`config.mk`:
```
export PLATFORM = sky130hd
export DESIGN_NAME = load_store_unit
export DESIGN_NICKNAME = d
export VERILOG_FILES = /design/src/rtl/lsu_pkg.sv /design/src/rtl/lsu_align.sv /design/src/rtl/load_store_unit.sv
export SDC_FILE = /design/constraint.sdc
export NUM_CORES = 1
export LEC_CHECK = 0
export BUFFER_PORTS_ARGS = -buffer_cell sky130_fd_sc_hd__buf_2
export CORE_MARGIN = 1
export CORE_UTILIZATION = 50
export CTS_CLUSTER_DIAMETER = 80
export CTS_CLUSTER_SIZE = 24
export DETAILED_ROUTE_END_ITERATION = 6
export PLACE_DENSITY = 0.82
export SYNTH_ARGS = -nofsm -noshare
export SYNTH_HDL_FRONTEND = slang
export SYNTH_SLANG_ARGS = --single-unit
```
`constraint.sdc`:
```
create_clock -name clk -period 5.1 [get_ports clk]
set_input_delay 0.51 -clock clk [delete_from_list [all_inputs] [get_ports clk]]
set_output_delay 0.51 -clock clk [all_outputs]
set_load 0.01 [all_outputs]
```
`src/rtl/lsu_pkg.sv`:
```
// Shared definitions for the load/store unit: funct3 size codes, FSM states and the trap check.
package lsu_pkg;

    localparam logic [2:0] F3_B  = 3'b000;
    localparam logic [2:0] F3_H  = 3'b001;
    localparam logic [2:0] F3_W  = 3'b010;
    localparam logic [2:0] F3_BU = 3'b100;
    localparam logic [2:0] F3_HU = 3'b101;

    localparam int unsigned BE_W = 4;

    typedef enum logic [1:0] {
        StIdle,
        StReq,
        StWait,
        StResp
    } lsu_state_e;

    // Illegal size codes trap the same way as misaligned addresses.
    function automatic logic is_misaligned(input logic [2:0] funct3, input logic [1:0] off);
        logic mis;
        case (funct3)
            F3_B, F3_BU: mis = 1'b0;
            F3_H, F3_HU: mis = off[0];
            F3_W:        mis = (off != 2'b00);
            default:     mis = 1'b1;
        endcase
        return mis;
    endfunction

endpackage

```
`src/rtl/lsu_align.sv`:
```
// Lane steering: byte enables and replicated store data, plus load lane extraction and extension.
module lsu_align
    import lsu_pkg::*;
#(
    parameter int unsigned DATA_W = 32
) (
    input  logic [2:0]        st_funct3,
    input  logic [1:0]        st_off,
    input  logic [DATA_W-1:0] st_wdata,
    output logic [BE_W-1:0]   st_be,
    output logic [DATA_W-1:0] st_lane_data,
    input  logic [2:0]        ld_funct3,
    input  logic [1:0]        ld_off,
    input  logic [DATA_W-1:0] ld_word,
    output logic [DATA_W-1:0] ld_data
);

    logic [DATA_W-1:0] shifted;

    always_comb begin
        st_be        = '0;
        st_lane_data = st_wdata;
        case (st_funct3)
            F3_B, F3_BU: begin
                st_be        = BE_W'(4'b0001) << st_off;
                st_lane_data = {4{st_wdata[7:0]}};
            end
            F3_H, F3_HU: begin
                st_be        = BE_W'(4'b0011) << st_off;
                st_lane_data = {2{st_wdata[15:0]}};
            end
            F3_W:    st_be = '1;
            default: st_be = '0;
        endcase
    end

    always_comb begin
        shifted = ld_word >> {ld_off, 3'b000};
        case (ld_funct3)
            F3_B:    ld_data = {{24{shifted[7]}}, shifted[7:0]};
            F3_BU:   ld_data = {24'b0, shifted[7:0]};
            F3_H:    ld_data = {{16{shifted[15]}}, shifted[15:0]};
            F3_HU:   ld_data = {16'b0, shifted[15:0]};
            default: ld_data = shifted;
        endcase
    end

endmodule

```
`src/rtl/load_store_unit.sv`:
```
// Memory-access stage: request/grant/response handshake to data memory with alignment trapping.
module load_store_unit
    import lsu_pkg::*;
#(
    parameter int unsigned ADDR_W = 32,
    parameter int unsigned DATA_W = 32
) (
    input  logic              clk,
    input  logic              rst,
    input  logic              lsu_valid,
    input  logic              lsu_we,
    input  logic [2:0]        lsu_funct3,
    input  logic [ADDR_W-1:0] lsu_addr,
    input  logic [DATA_W-1:0] lsu_wdata,
    output logic              busy,
    output logic              done,
    output logic [DATA_W-1:0] rdata,
    output logic              misaligned,
    output logic              mem_req,
    output logic              mem_we,
    output logic [ADDR_W-1:0] mem_addr,
    output logic [BE_W-1:0]   mem_be,
    output logic [DATA_W-1:0] mem_wdata,
    input  logic              mem_gnt,
    input  logic              mem_rvalid,
    input  logic [DATA_W-1:0] mem_rdata
);

    lsu_state_e        state_q, state_d;
    logic              we_q, we_d;
    logic [2:0]        funct3_q, funct3_d;
    logic [1:0]        off_q, off_d;
    logic              mis_q, mis_d;
    logic [DATA_W-1:0] rdata_q, rdata_d;
    logic [ADDR_W-1:0] addr_q, addr_d;
    logic [BE_W-1:0]   be_q, be_d;
    logic [DATA_W-1:0] wdata_q, wdata_d;

    logic [BE_W-1:0]   st_be;
    logic [DATA_W-1:0] st_lane_data;
    logic [DATA_W-1:0] ld_data;
    logic              capture;

    lsu_align #(
        .DATA_W(DATA_W)
    ) u_align (
        .st_funct3   (lsu_funct3),
        .st_off      (lsu_addr[1:0]),
        .st_wdata    (lsu_wdata),
        .st_be       (st_be),
        .st_lane_data(st_lane_data),
        .ld_funct3   (funct3_q),
        .ld_off      (off_q),
        .ld_word     (mem_rdata),
        .ld_data     (ld_data)
    );

    always_comb begin
        state_d  = state_q;
        we_d     = we_q;
        funct3_d = funct3_q;
        off_d    = off_q;
        mis_d    = mis_q;
        addr_d   = addr_q;
        be_d     = be_q;
        wdata_d  = wdata_q;
        rdata_d  = rdata_q;
        capture  = 1'b0;
        mem_req  = 1'b0;
        busy     = 1'b0;
        done     = 1'b0;

        unique case (state_q)
            StIdle: begin
                if (lsu_valid) begin
                    we_d     = lsu_we;
                    funct3_d = lsu_funct3;
                    off_d    = lsu_addr[1:0];
                    mis_d    = is_misaligned(lsu_funct3, lsu_addr[1:0]);
                    if (mis_d) begin
                        state_d = StResp;
                    end else begin
                        state_d = StReq;
                        addr_d  = {lsu_addr[ADDR_W-1:2], 2'b00};
                        be_d    = st_be;
                        wdata_d = st_lane_data;
                    end
                end
            end
            StReq: begin
                mem_req = 1'b1;
                busy    = 1'b1;
                if (mem_gnt) begin
                    if (we_q) begin
                        state_d = StResp;
                    end else if (mem_rvalid) begin
                        capture = 1'b1;
                        state_d = StResp;
                    end else begin
                        state_d = StWait;
                    end
                end
            end
            StWait: begin
                busy = 1'b1;
                if (mem_rvalid) begin
                    capture = 1'b1;
                    state_d = StResp;
                end
            end
            StResp: begin
                done    = 1'b1;
                state_d = StIdle;
            end
            default: state_d = StIdle;
        endcase

        if (capture) begin
            rdata_d = ld_data;
        end
    end

    always_ff @(posedge clk or negedge rst) begin
        if (!rst) begin
            state_q  <= StIdle;
            we_q     <= 1'b0;
            funct3_q <= '0;
            off_q    <= '0;
            mis_q    <= 1'b0;
            rdata_q  <= '0;
            addr_q   <= '0;
            be_q     <= '0;
            wdata_q  <= '0;
        end else begin
            state_q  <= state_d;
            we_q     <= we_d;
            funct3_q <= funct3_d;
            off_q    <= off_d;
            mis_q    <= mis_d;
            rdata_q  <= rdata_d;
            addr_q   <= addr_d;
            be_q     <= be_d;
            wdata_q  <= wdata_d;
        end
    end

    assign misaligned = done & mis_q;
    assign mem_we     = mem_req & we_q;
    assign mem_addr   = addr_q;
    assign mem_be     = be_q;
    assign mem_wdata  = wdata_q;
    assign rdata      = rdata_q;

endmodule

```
After elaboration in Yosys (flattened, before gate mapping)
Index checks and enable logic that the tools add are counted.
- register bits: 107
- logic and storage cells: 58
- input port bits: 105
- mux-type cells: 20
- shift-type cells: 3
- bitwise operators: 3
- reductions and logical operators: 10
- eq/ne operators: 13
- operators by type and width (cell ; number):
    case mux 32 bit (4 select lines) ; 1
    case mux 32 bit (2 select lines) ; 1
    right shift 32 x 5 -> 32 bit ; 1
    equality test 3 bit, second input constant ; 4
    case mux 4 bit (3 select lines) ; 1
    2-to-1 mux 1 bit ; 10
    2-to-1 mux 2 bit ; 4
    case mux 2 bit (4 select lines) ; 1
    equality test 3 x 1 -> 1 bit, second input constant ; 2
    zero test 3 bit ; 2
    != test 2 bit, second input constant ; 3
    AND reduction 3 bit ; 2
    OR reduction 2 bit ; 3
    equality test 2 bit, second input constant ; 2
    << shifter 1 x 2 -> 4 bit, first input constant ; 1
    << shifter 2 x 2 -> 4 bit, first input constant ; 1
    equality test 3 x 2 -> 1 bit, second input constant ; 1
    case mux 1 bit (3 select lines) ; 1
    bitwise AND 1 bit ; 2
    equality test 2 x 1 -> 1 bit, second input constant ; 1
    zero test 2 bit ; 1
    case mux 1 bit (2 select lines) ; 1
    AND reduction 2 bit ; 1
    nonzero test 2 bit ; 1
    inverter 1 bit ; 1

Logic depth before layout (Yosys ltp)
Gate-level depths: netlist (run 1).
- depth in word-level cells: 8
- depth in mapped cells: 8

By module
From an unflattened synthesis (run 1), not the netlist that was laid out.
- cell total of the unflattened synthesis: 419
- area, all modules: 5569.1 um^2
- modules (own cells, without submodules) (module ; cells each ; sequential area each (um^2) ; times used ; area each (um^2)):
    load_store_unit ; 253 ; 2677.6 ; 1 ; 4329.2
    lsu_align ; 166 ; 0.0 ; 1 ; 1239.9

Worst setup path after synthesis (run 1)
Ideal clock, no wire load.
- path kind: register to register
- start: reg state_q[0]
- end: reg addr_q[15] (netlist: mem_addr[15])
- setup slack: 3301 ps
- setup time: 125 ps
- arrival time: 1674 ps
- stages on the path, launching flop included: 8
- required time: 4975 ps
- period minus slack after synthesis: 1799 ps
- cell sequence: dfrtp_1 inv_1 ha_1 nand2_1 o21bai_2 buf_6 buf_6 mux2_4
- longest elaborated chain between the ends: 2
- ends and longest elaborated chain (what ; RTL line ; RTL):
    start: declaration ; load_store_unit.sv:29 ; lsu_state_e state_q, state_d;
    start signal: assignment ; load_store_unit.sv:125 ; state_q <= StIdle;
    start signal: assignment ; load_store_unit.sv:135 ; state_q <= state_d;
    zero test 2 bit ; load_store_unit.sv:73 ; unique case (state_q)
    AND reduction 3 bit (no source line) ; n/a ;
    end signal: assignment ; load_store_unit.sv:141 ; addr_q <= addr_d;
    end: declaration ; load_store_unit.sv:35 ; logic [ADDR_W-1:0] addr_q, addr_d;
No other way between the ends.
A chain may end at the register's enable or synchronous reset.

Worst setup path after layout (run 1)
- start: in lsu_funct3[1]
- end: reg addr_q[28] (netlist: mem_addr[28])
- longest elaborated chain between the ends: 7
- elaborated cells on any way between the ends: 12
- ends and longest elaborated chain (what ; RTL line ; RTL):
    start: declaration ; load_store_unit.sv:12 ; input logic [2:0] lsu_funct3,
    equality test 3 x 1 -> 1 bit (tied with other cells) ; lsu_pkg.sv:22 ; case (funct3)
    OR reduction 2 bit ; lsu_pkg.sv:22 ;
    case mux 1 bit (3 select lines) (*) ; lsu_pkg.sv:22 ;
    2-to-1 mux 1 bit (*) ; load_store_unit.sv:75 ; if (lsu_valid) begin
    2-to-1 mux 1 bit (*) ; load_store_unit.sv:73 ;
    inverter 1 bit (no source line) (*) ; n/a ;
    AND reduction 3 bit (no source line) (*) ; n/a ;
Mark *: on every way between the ends. The rest lies on a longest branch, timed or not. The select of a mux whose other input is x is not followed.

==> out/metrics.csv, run 1 <==
stage;metric;value;unit
timing;fmax;365;MHz
floorplan;rows;36;
synthesis;synth_top_cell_area_share;0.517;
worst_setup_path;cp-start-kind;primary input;
synthesis;synthesis.area_per_instance;10.9;um^2
global_routing;grt_max_degree;61;
timing;period_share;0.537;
cells_and_area;mostFrequentLayoutCells;buf_2 (206), dfrtp_1 (107), nand2_1 (55);
global_routing;antenna_found_initial;0;
timing;clock_skew;11.0;ps
timing;rsz0062_at_grt;false;
worst_setup_path;reg2reg_depth;6;
floorplan;io_pins;210;
cells_and_area;final_core_utilization;0.649;
floorplan;die_w;104;um
synthesis;ys.flop_type;dfrtp_1;
detailed_routing;detail_route.wl_per_cell;16.3;um
placement;place_congestion;0.885;
worst_setup_path;r2r_slack;2580;ps
cts;cts.path.max_buffers;2;
outcome;status;complete, no violations;
worst_setup_path;max_stage_delay;990;ps
cts;cts_tree;done;
cts;cts_sinks;107;
detailed_routing;drt-total-wl;13100;um
global_routing;globalRouteOverflowTotal;0;
cts;cts_setup_buffers;0;
pwr;peakVddDrop;0.000284;V
worst_setup_path;slowest_stage;o21bai_4;
worst_setup_path;crit_arrival;3000;ps
timing;fin_setup_tns;0;ps
synthesis;ys_seq_elements;107;
worst_setup_path;r2r_start;state_q[0]$_DFFE_PN0P_;
cts;cts_htree_levels;3;
placement;hpwl;9820;um
floorplan;die_y;104;um
detailed_routing;drt_first_pass_iters;4;
timing;hold_viol;0;
worst_setup_path;startpoint;lsu_funct3[1];
timing;setup_ws;2360;ps
placement;io_buffers;207;
worst_setup_path;path_max_fanout;44;
cells_and_area;drive_gt1_frac;0.427;
pwr;power;3.70;mW
floorplan;design.core.area;9910;um^2
cts;clock_latency;370;ps
detailed_routing;vias_per_cell;5.36;
cells_and_area;antenna-diode-count;0;
synthesis;yosysWarnings;0;
worst_setup_path;end_kind;flop;
timing;holdWs;127;ps
global_routing;grt_pass1_vias;4298;
timing;maxSlewViolCount;0;
synthesis;syn_area;5170;um^2
floorplan;fp.dieArea;10800;um^2
synthesis;synth_area_leader_cell;dfrtp_1;
global_routing;grt_use_total;0.249;
worst_setup_path;crit_path_cell_trace;buf_2 -> a21oi_1 -> o21bai_4 -> buf_4 -> mux2_4;
cts;post_cts_resized;0;
global_routing;grt_pass1_wl;21400;um
cts;path_clk_slew;110;ps
job;max-cap-violations;0;
detailed_routing;drt_iter0_drc;175;
cts;root_buffer;clkbuf_8;
cts;cts_buffers;9;
detailed_routing;drc;0;
pwr;p_per_area;576;nW/um^2
worst_setup_path;worstPathRequired;5360;ps
synthesis;netlist_instances;474;
detailed_routing;vias;4303;
timing;min_period;2740;ps
synthesis;async_reset_ff_frac;1.00;
placement;dp_worst_setup_slack;1990;ps
timing;finalSetupViolations;0;
synthesis;synth-edff-count;0;
pwr;p_leak;3.41;nW
floorplan;start_util;0.522;
hold_path;hp-class;in -> async;
detailed_routing;ant_nets;0;
timing;max_slew_margin;0.179;
cells_and_area;syn2layout_area_growth;24.2;%
timing;tightestPinTransition;1230;ps
cells_and_area;final_common_cell;buf_2;
synthesis;ys_seq_area_frac;0.517;
synthesis;synth.distinct_cells;39;
synthesis;synthTopCellsByArea;dfrtp_1 (52%), mux2i_1 (7.9%), mux2_4 (6.7%), mux2_2 (6.3%), o21ai_0 (4.4%);
worst_setup_path;worstSetupPathType;in -> reg;
cts;holdBufCountCts;0;
worst_setup_path;r2r_end;mem_addr[28]$_DFFE_PN0P_;
cells_and_area;layout.nets;775;
==> worst max-delay path, delay by kind of cell <==
family,cells,cell delay (ps)
multiplexers,1,330
buffers and inverters,2,940
AO/OA/AOI/OAI,2,1190
==> area by class of cell <==
type / instances / area, um^2
tap: 133 / 166
sequential: 107 / 2680
multi-input combinational: 331 / 2300
fill: 815 / 3480
clock buffer: 10 / 138
timing repair buffer: 211 / 1070
inverter: 5 / 18.8
clock inverter: 6 / 55.1
==> logic make-up (layout without fill, tap and decap cells) <==
kind of cell | Yosys count | after routing | share of synthesized area
AOI/OAI and AO/OA | 82 | 82 | 0.0863
other | 1 | 2 | 0.000725
adders and majority gates | 5 | 5 | 0.0121
buffers and inverters | 37 | 232 | 0.0397
DFF | 107 | 107 | 0.517
and+or+nand+nor | 147 | 147 | 0.128
muxes | 95 | 95 | 0.216
==> flip-flops by register name, summed over array words and instances (netlist names) <==
register	count
state_q	2
funct3_q	3
mem_be	4
mis_q	1
we_q	1
rdata	32
mem_wdata	32
off_q	2
mem_addr	30
==> cell usage after synthesis (3+ instances only) <==
| cell type | number |
|---|---|
| dfrtp_1 | 107 |
| a21oi_1 | 26 |
| and2_1 | 9 |
| nand2_1 | 55 |
| ha_1 | 5 |
| buf_2 | 10 |
| mux2_2 | 29 |
| inv_1 | 5 |
| mux2_4 | 23 |
| clkbuf_1 | 11 |
| nor2b_1 | 3 |
| buf_6 | 6 |
| o21ai_0 | 45 |
| nor2_1 | 38 |
| mux2i_1 | 41 |
| nand3_1 | 32 |
==> per-stage QoR <==
stage / area, um^2 / std cells
floorplan: 5180 / 475
finish: 6430 / 803
CTS: 6430 / 803
global route: 6430 / 803
detailed placement: 6230 / 787
global placement: 6230 / 787
==> report_power, final <==
| group | leakage (nW) | switching (mW) | total [mW] | internal [mW] |
|---|---|---|---|---|
| combinational | 2.00 | 0.835 | 1.63 | 0.791 |
| sequential | 1.32 | 0.309 | 1.56 | 1.25 |
| clock | 0.0934 | 0.308 | 0.510 | 0.202 |
| total | 3.41 | 1.45 | 3.70 | 2.25 |
==> layer usage <==
metal | GRT usage | vias up | part of all wire
met5 | 0 | - | 0
met4 | 0.0878 | 0 | 0.023
met3 | 0.0566 | 23 | 0.077
met2 | 0.421 | 195 | 0.50
met1 | 0.313 | 2078 | 0.40
li1 | - | 2007 | -
==> how the worst max path moves through the flow <==
stage / end / slack, ps / cells after the start
2_1_floorplan: mem_addr[15]$_DFFE_PN0P_ / 3300 / 7
3_3_place_gp: mem_addr[26]$_DFFE_PN0P_ / 2070 / 5
3_5_place_dp: mem_wdata[1]$_DFFE_PN0P_ / 1990 / 5
4_1_cts: mem_addr[28]$_DFFE_PN0P_ / 2390 / 5
5_1_grt: mem_addr[28]$_DFFE_PN0P_ / 2220 / 5
6_report: mem_addr[28]$_DFFE_PN0P_ / 2360 / 5
(Power assumes the default switching activity.)
==> run 2: changes to the inputs <==
Settings changed: ABC_AREA set to 1, PLACE_DENSITY 0.82 to 0.81.
Clock period 5.1 ns to 2.7 ns, I/O delays scaled along.
==> run 2 against run 1 <==
Wire length increased by 12%. Largest power group unchanged. Highest routed layer unchanged. Sequential share of layout area down 2.6 points. Hold slack lost 37 ps. Register-to-register slack got worse by 1900 ps. Sequential power rose by 80%. Die area rose by 7.1%. Power is 97% higher. Synthesized cell count grew 61%.
==> out/metrics.csv, run 2 <==
stage;metric;value;unit
placement;dp_worst_setup_slack;686;ps
synthesis;synthesis.area_per_instance;7.25;um^2
timing;fin_setup_tns;0;ps
worst_setup_path;startpoint;state_q[1]$_DFFE_PN0P_;
cells_and_area;drive_gt1_frac;0.274;
cells_and_area;antenna-diode-count;0;
cells_and_area;final_common_cell;nand2_1;
synthesis;yosysWarnings;0;
timing;clock_skew;8.58;ps
worst_setup_path;worstPathRequired;3000;ps
detailed_routing;ant_nets;0;
outcome;status;complete, no violations;
synthesis;synth_top_cell_area_share;0.483;
timing;tightestPinTransition;873;ps
timing;fmax;490;MHz
global_routing;grt_pass1_vias;4971;
global_routing;grt_use_total;0.260;
timing;finalSetupViolations;0;
timing;holdWs;90.4;ps
hold_path;hp-class;in -> reg;
cells_and_area;fin_cells;1099;
synthesis;ys_seq_area_frac;0.483;
detailed_routing;drt-total-wl;14600;um
synthesis;syn_area;5550;um^2
synthesis;synthTopCellsByArea;dfrtp_1 (48%), nand2_1 (26%), inv_1 (3.8%), o21ai_0 (3.2%), nand3_1 (2.9%);
floorplan;start_util;0.512;
worst_setup_path;reg2reg_depth;9;
cells_and_area;mostFrequentLayoutCells;nand2_1 (390), buf_2 (206), dfrtp_1 (107);
cts;cts_sinks;107;
cts;path_clk_slew;110;ps
cts;cts_htree_levels;3;
worst_setup_path;r2r_slack;660;ps
cts;post_cts_resized;0;
pwr;p_per_area;1060;nW/um^2
floorplan;rows;38;
global_routing;grt_pass1_wl;23400;um
floorplan;die_y;107;um
synthesis;ys.flop_type;dfrtp_1;
cts;clock_latency;360;ps
cts;cts_tree;done;
placement;io_buffers;207;
synthesis;synth-edff-count;0;
synthesis;synth.distinct_cells;29;
pwr;peakVddDrop;0.000487;V
detailed_routing;drt_first_pass_iters;5;
worst_setup_path;r2r_start;state_q[1]$_DFFE_PN0P_;
timing;setup_ws;658;ps
detailed_routing;drt_iter0_drc;493;
global_routing;globalRouteOverflowTotal;0;
timing;period_share;0.756;
detailed_routing;drc;0;
worst_setup_path;r2r_end;rdata[25]$_DFFE_PN0P_;
cells_and_area;syn2layout_area_growth;23.5;%
detailed_routing;vias;5406;
global_routing;grt_max_degree;65;
cts;cts_buffers;9;
floorplan;die_w;107;um
cts;cts.path.max_buffers;2;
detailed_routing;detail_route.wl_per_cell;13.3;um
detailed_routing;vias_per_cell;4.92;
cts;cts_setup_buffers;0;
timing;min_period;2040;ps
synthesis;synth_area_leader_cell;dfrtp_1;
worst_setup_path;end_kind;flop;
synthesis;ys_seq_elements;107;
placement;hpwl;10500;um
global_routing;antenna_found_initial;0;
synthesis;synth_most_common_cell;nand2_1;
placement;place_inst;1082;
timing;rsz0062_at_grt;false;
floorplan;design.core.area;10800;um^2
job;max-cap-violations;0;
worst_setup_path;cp-start-kind;flop;
cells_and_area;layout.nets;1064;
timing;hold_viol;0;
synthesis;netlist_instances;765;
timing;maxSlewViolCount;0;
cts;root_buffer;clkbuf_8;
cts;holdBufCountCts;1;
floorplan;fp.dieArea;11500;um^2
synthesis;async_reset_ff_frac;1.00;
worst_setup_path;crit_arrival;2340;ps
pwr;p_leak;4.18;nW
worst_setup_path;worstSetupPathType;reg -> reg;
floorplan;io_pins;210;
timing;max_slew_margin;0.417;
cells_and_area;fillers;1009;
synthesis;ys_top_cells_by_count;nand2_1 (390), dfrtp_1 (107), inv_1 (56);
worst_setup_path;path_max_fanout;31;
placement;place_congestion;0.932;
worst_setup_path;critPathCapture;rdata[25]$_DFFE_PN0P_;
-- run 2: cell count changes in the layout (fill, tap and decap cells not counted), sizes merged, moves of 5 or more --
| cell | delta |
|---|---|
| and2 | -9 |
| inv | +52 |
| a21oi | -13 |
| mux2i | -41 |
| o21ai | -8 |
| buf | +5 |
| or2 | +14 |
| o211ai | +7 |
| mux2 | -53 |
| nand2 | +339 |
-- run 2: final cells by class --
class                      count  area, um^2  share of cell area
sequential                   107        2680               0.391
tap                          140         175              0.0256
multi-input combinational    558        2400               0.351
timing repair buffer         217        1150               0.168
clock buffer                  10         138              0.0201
inverter                      61         230              0.0336
clock inverter                 6        72.6              0.0106
-- run 2: worst max-delay path, cell delays in order (launching register included) --
cell,delay [ps]
dfrtp_1,420
inv_1,100
ha_1,340
nand2_1,60
inv_1,60
nand2_2,50
inv_1,600
or2_2,230
nand2_1,60
inv_1,50
-- run 2: worst min path at each step --
stage	end	startpoint	slack, ps	cells after the start
4_1_cts	mem_addr[23]$_DFFE_PN0P_	lsu_addr[23]	70	3
5_1_grt	mem_addr[11]$_DFFE_PN0P_	lsu_addr[11]	80	3
3_5_place_dp	rdata[1]$_DFFE_PN0P_	rst	310	1
3_3_place_gp	rdata[0]$_DFFE_PN0P_	rst	310	1
6_report	mem_addr[23]$_DFFE_PN0P_	lsu_addr[23]	90	3
2_1_floorplan	funct3_q[0]$_DFFE_PN0P_	rst	-30	0
-- run 2: per-layer routing --
metal / routed length, um / vias up / global-route usage
li1: - / 2695 / -
met1: 6390 / 2466 / 0.345
met2: 6820 / 231 / 0.428
met3: 1170 / 14 / 0.0575
met4: 200 / 0 / 0.0763
met5: 0 / - / 0
-- run 2: logic make-up after synthesis --
family / count (synthesis) / share of synthesized area
simple gates: 490 / 0.362
fa+ha+maj: 5 / 0.0113
buf+inv: 101 / 0.0846
compound gates: 61 / 0.0593
other cells: 1 / 0.000676
flops: 107 / 0.483
-- run 2: metrics by stage --
stage / power [mW] / utilization / area (um^2)
5_1_grt: 7.92 / 0.632 / 6850
3_5_place_dp: 6.28 / 0.612 / 6630
2_1_floorplan: 4.99 / - / 5550
3_3_place_gp: 6.20 / 0.612 / 6630
6_report: 7.28 / 0.632 / 6850
4_1_cts: 7.33 / 0.632 / 6850
-- run 2: power breakdown --
part	internal [mW]	total (mW)	switching (mW)
clock	0.463	1.03	0.568
sequential	2.36	2.81	0.453
combinational	1.36	3.44	2.08
total	4.18	7.28	3.10
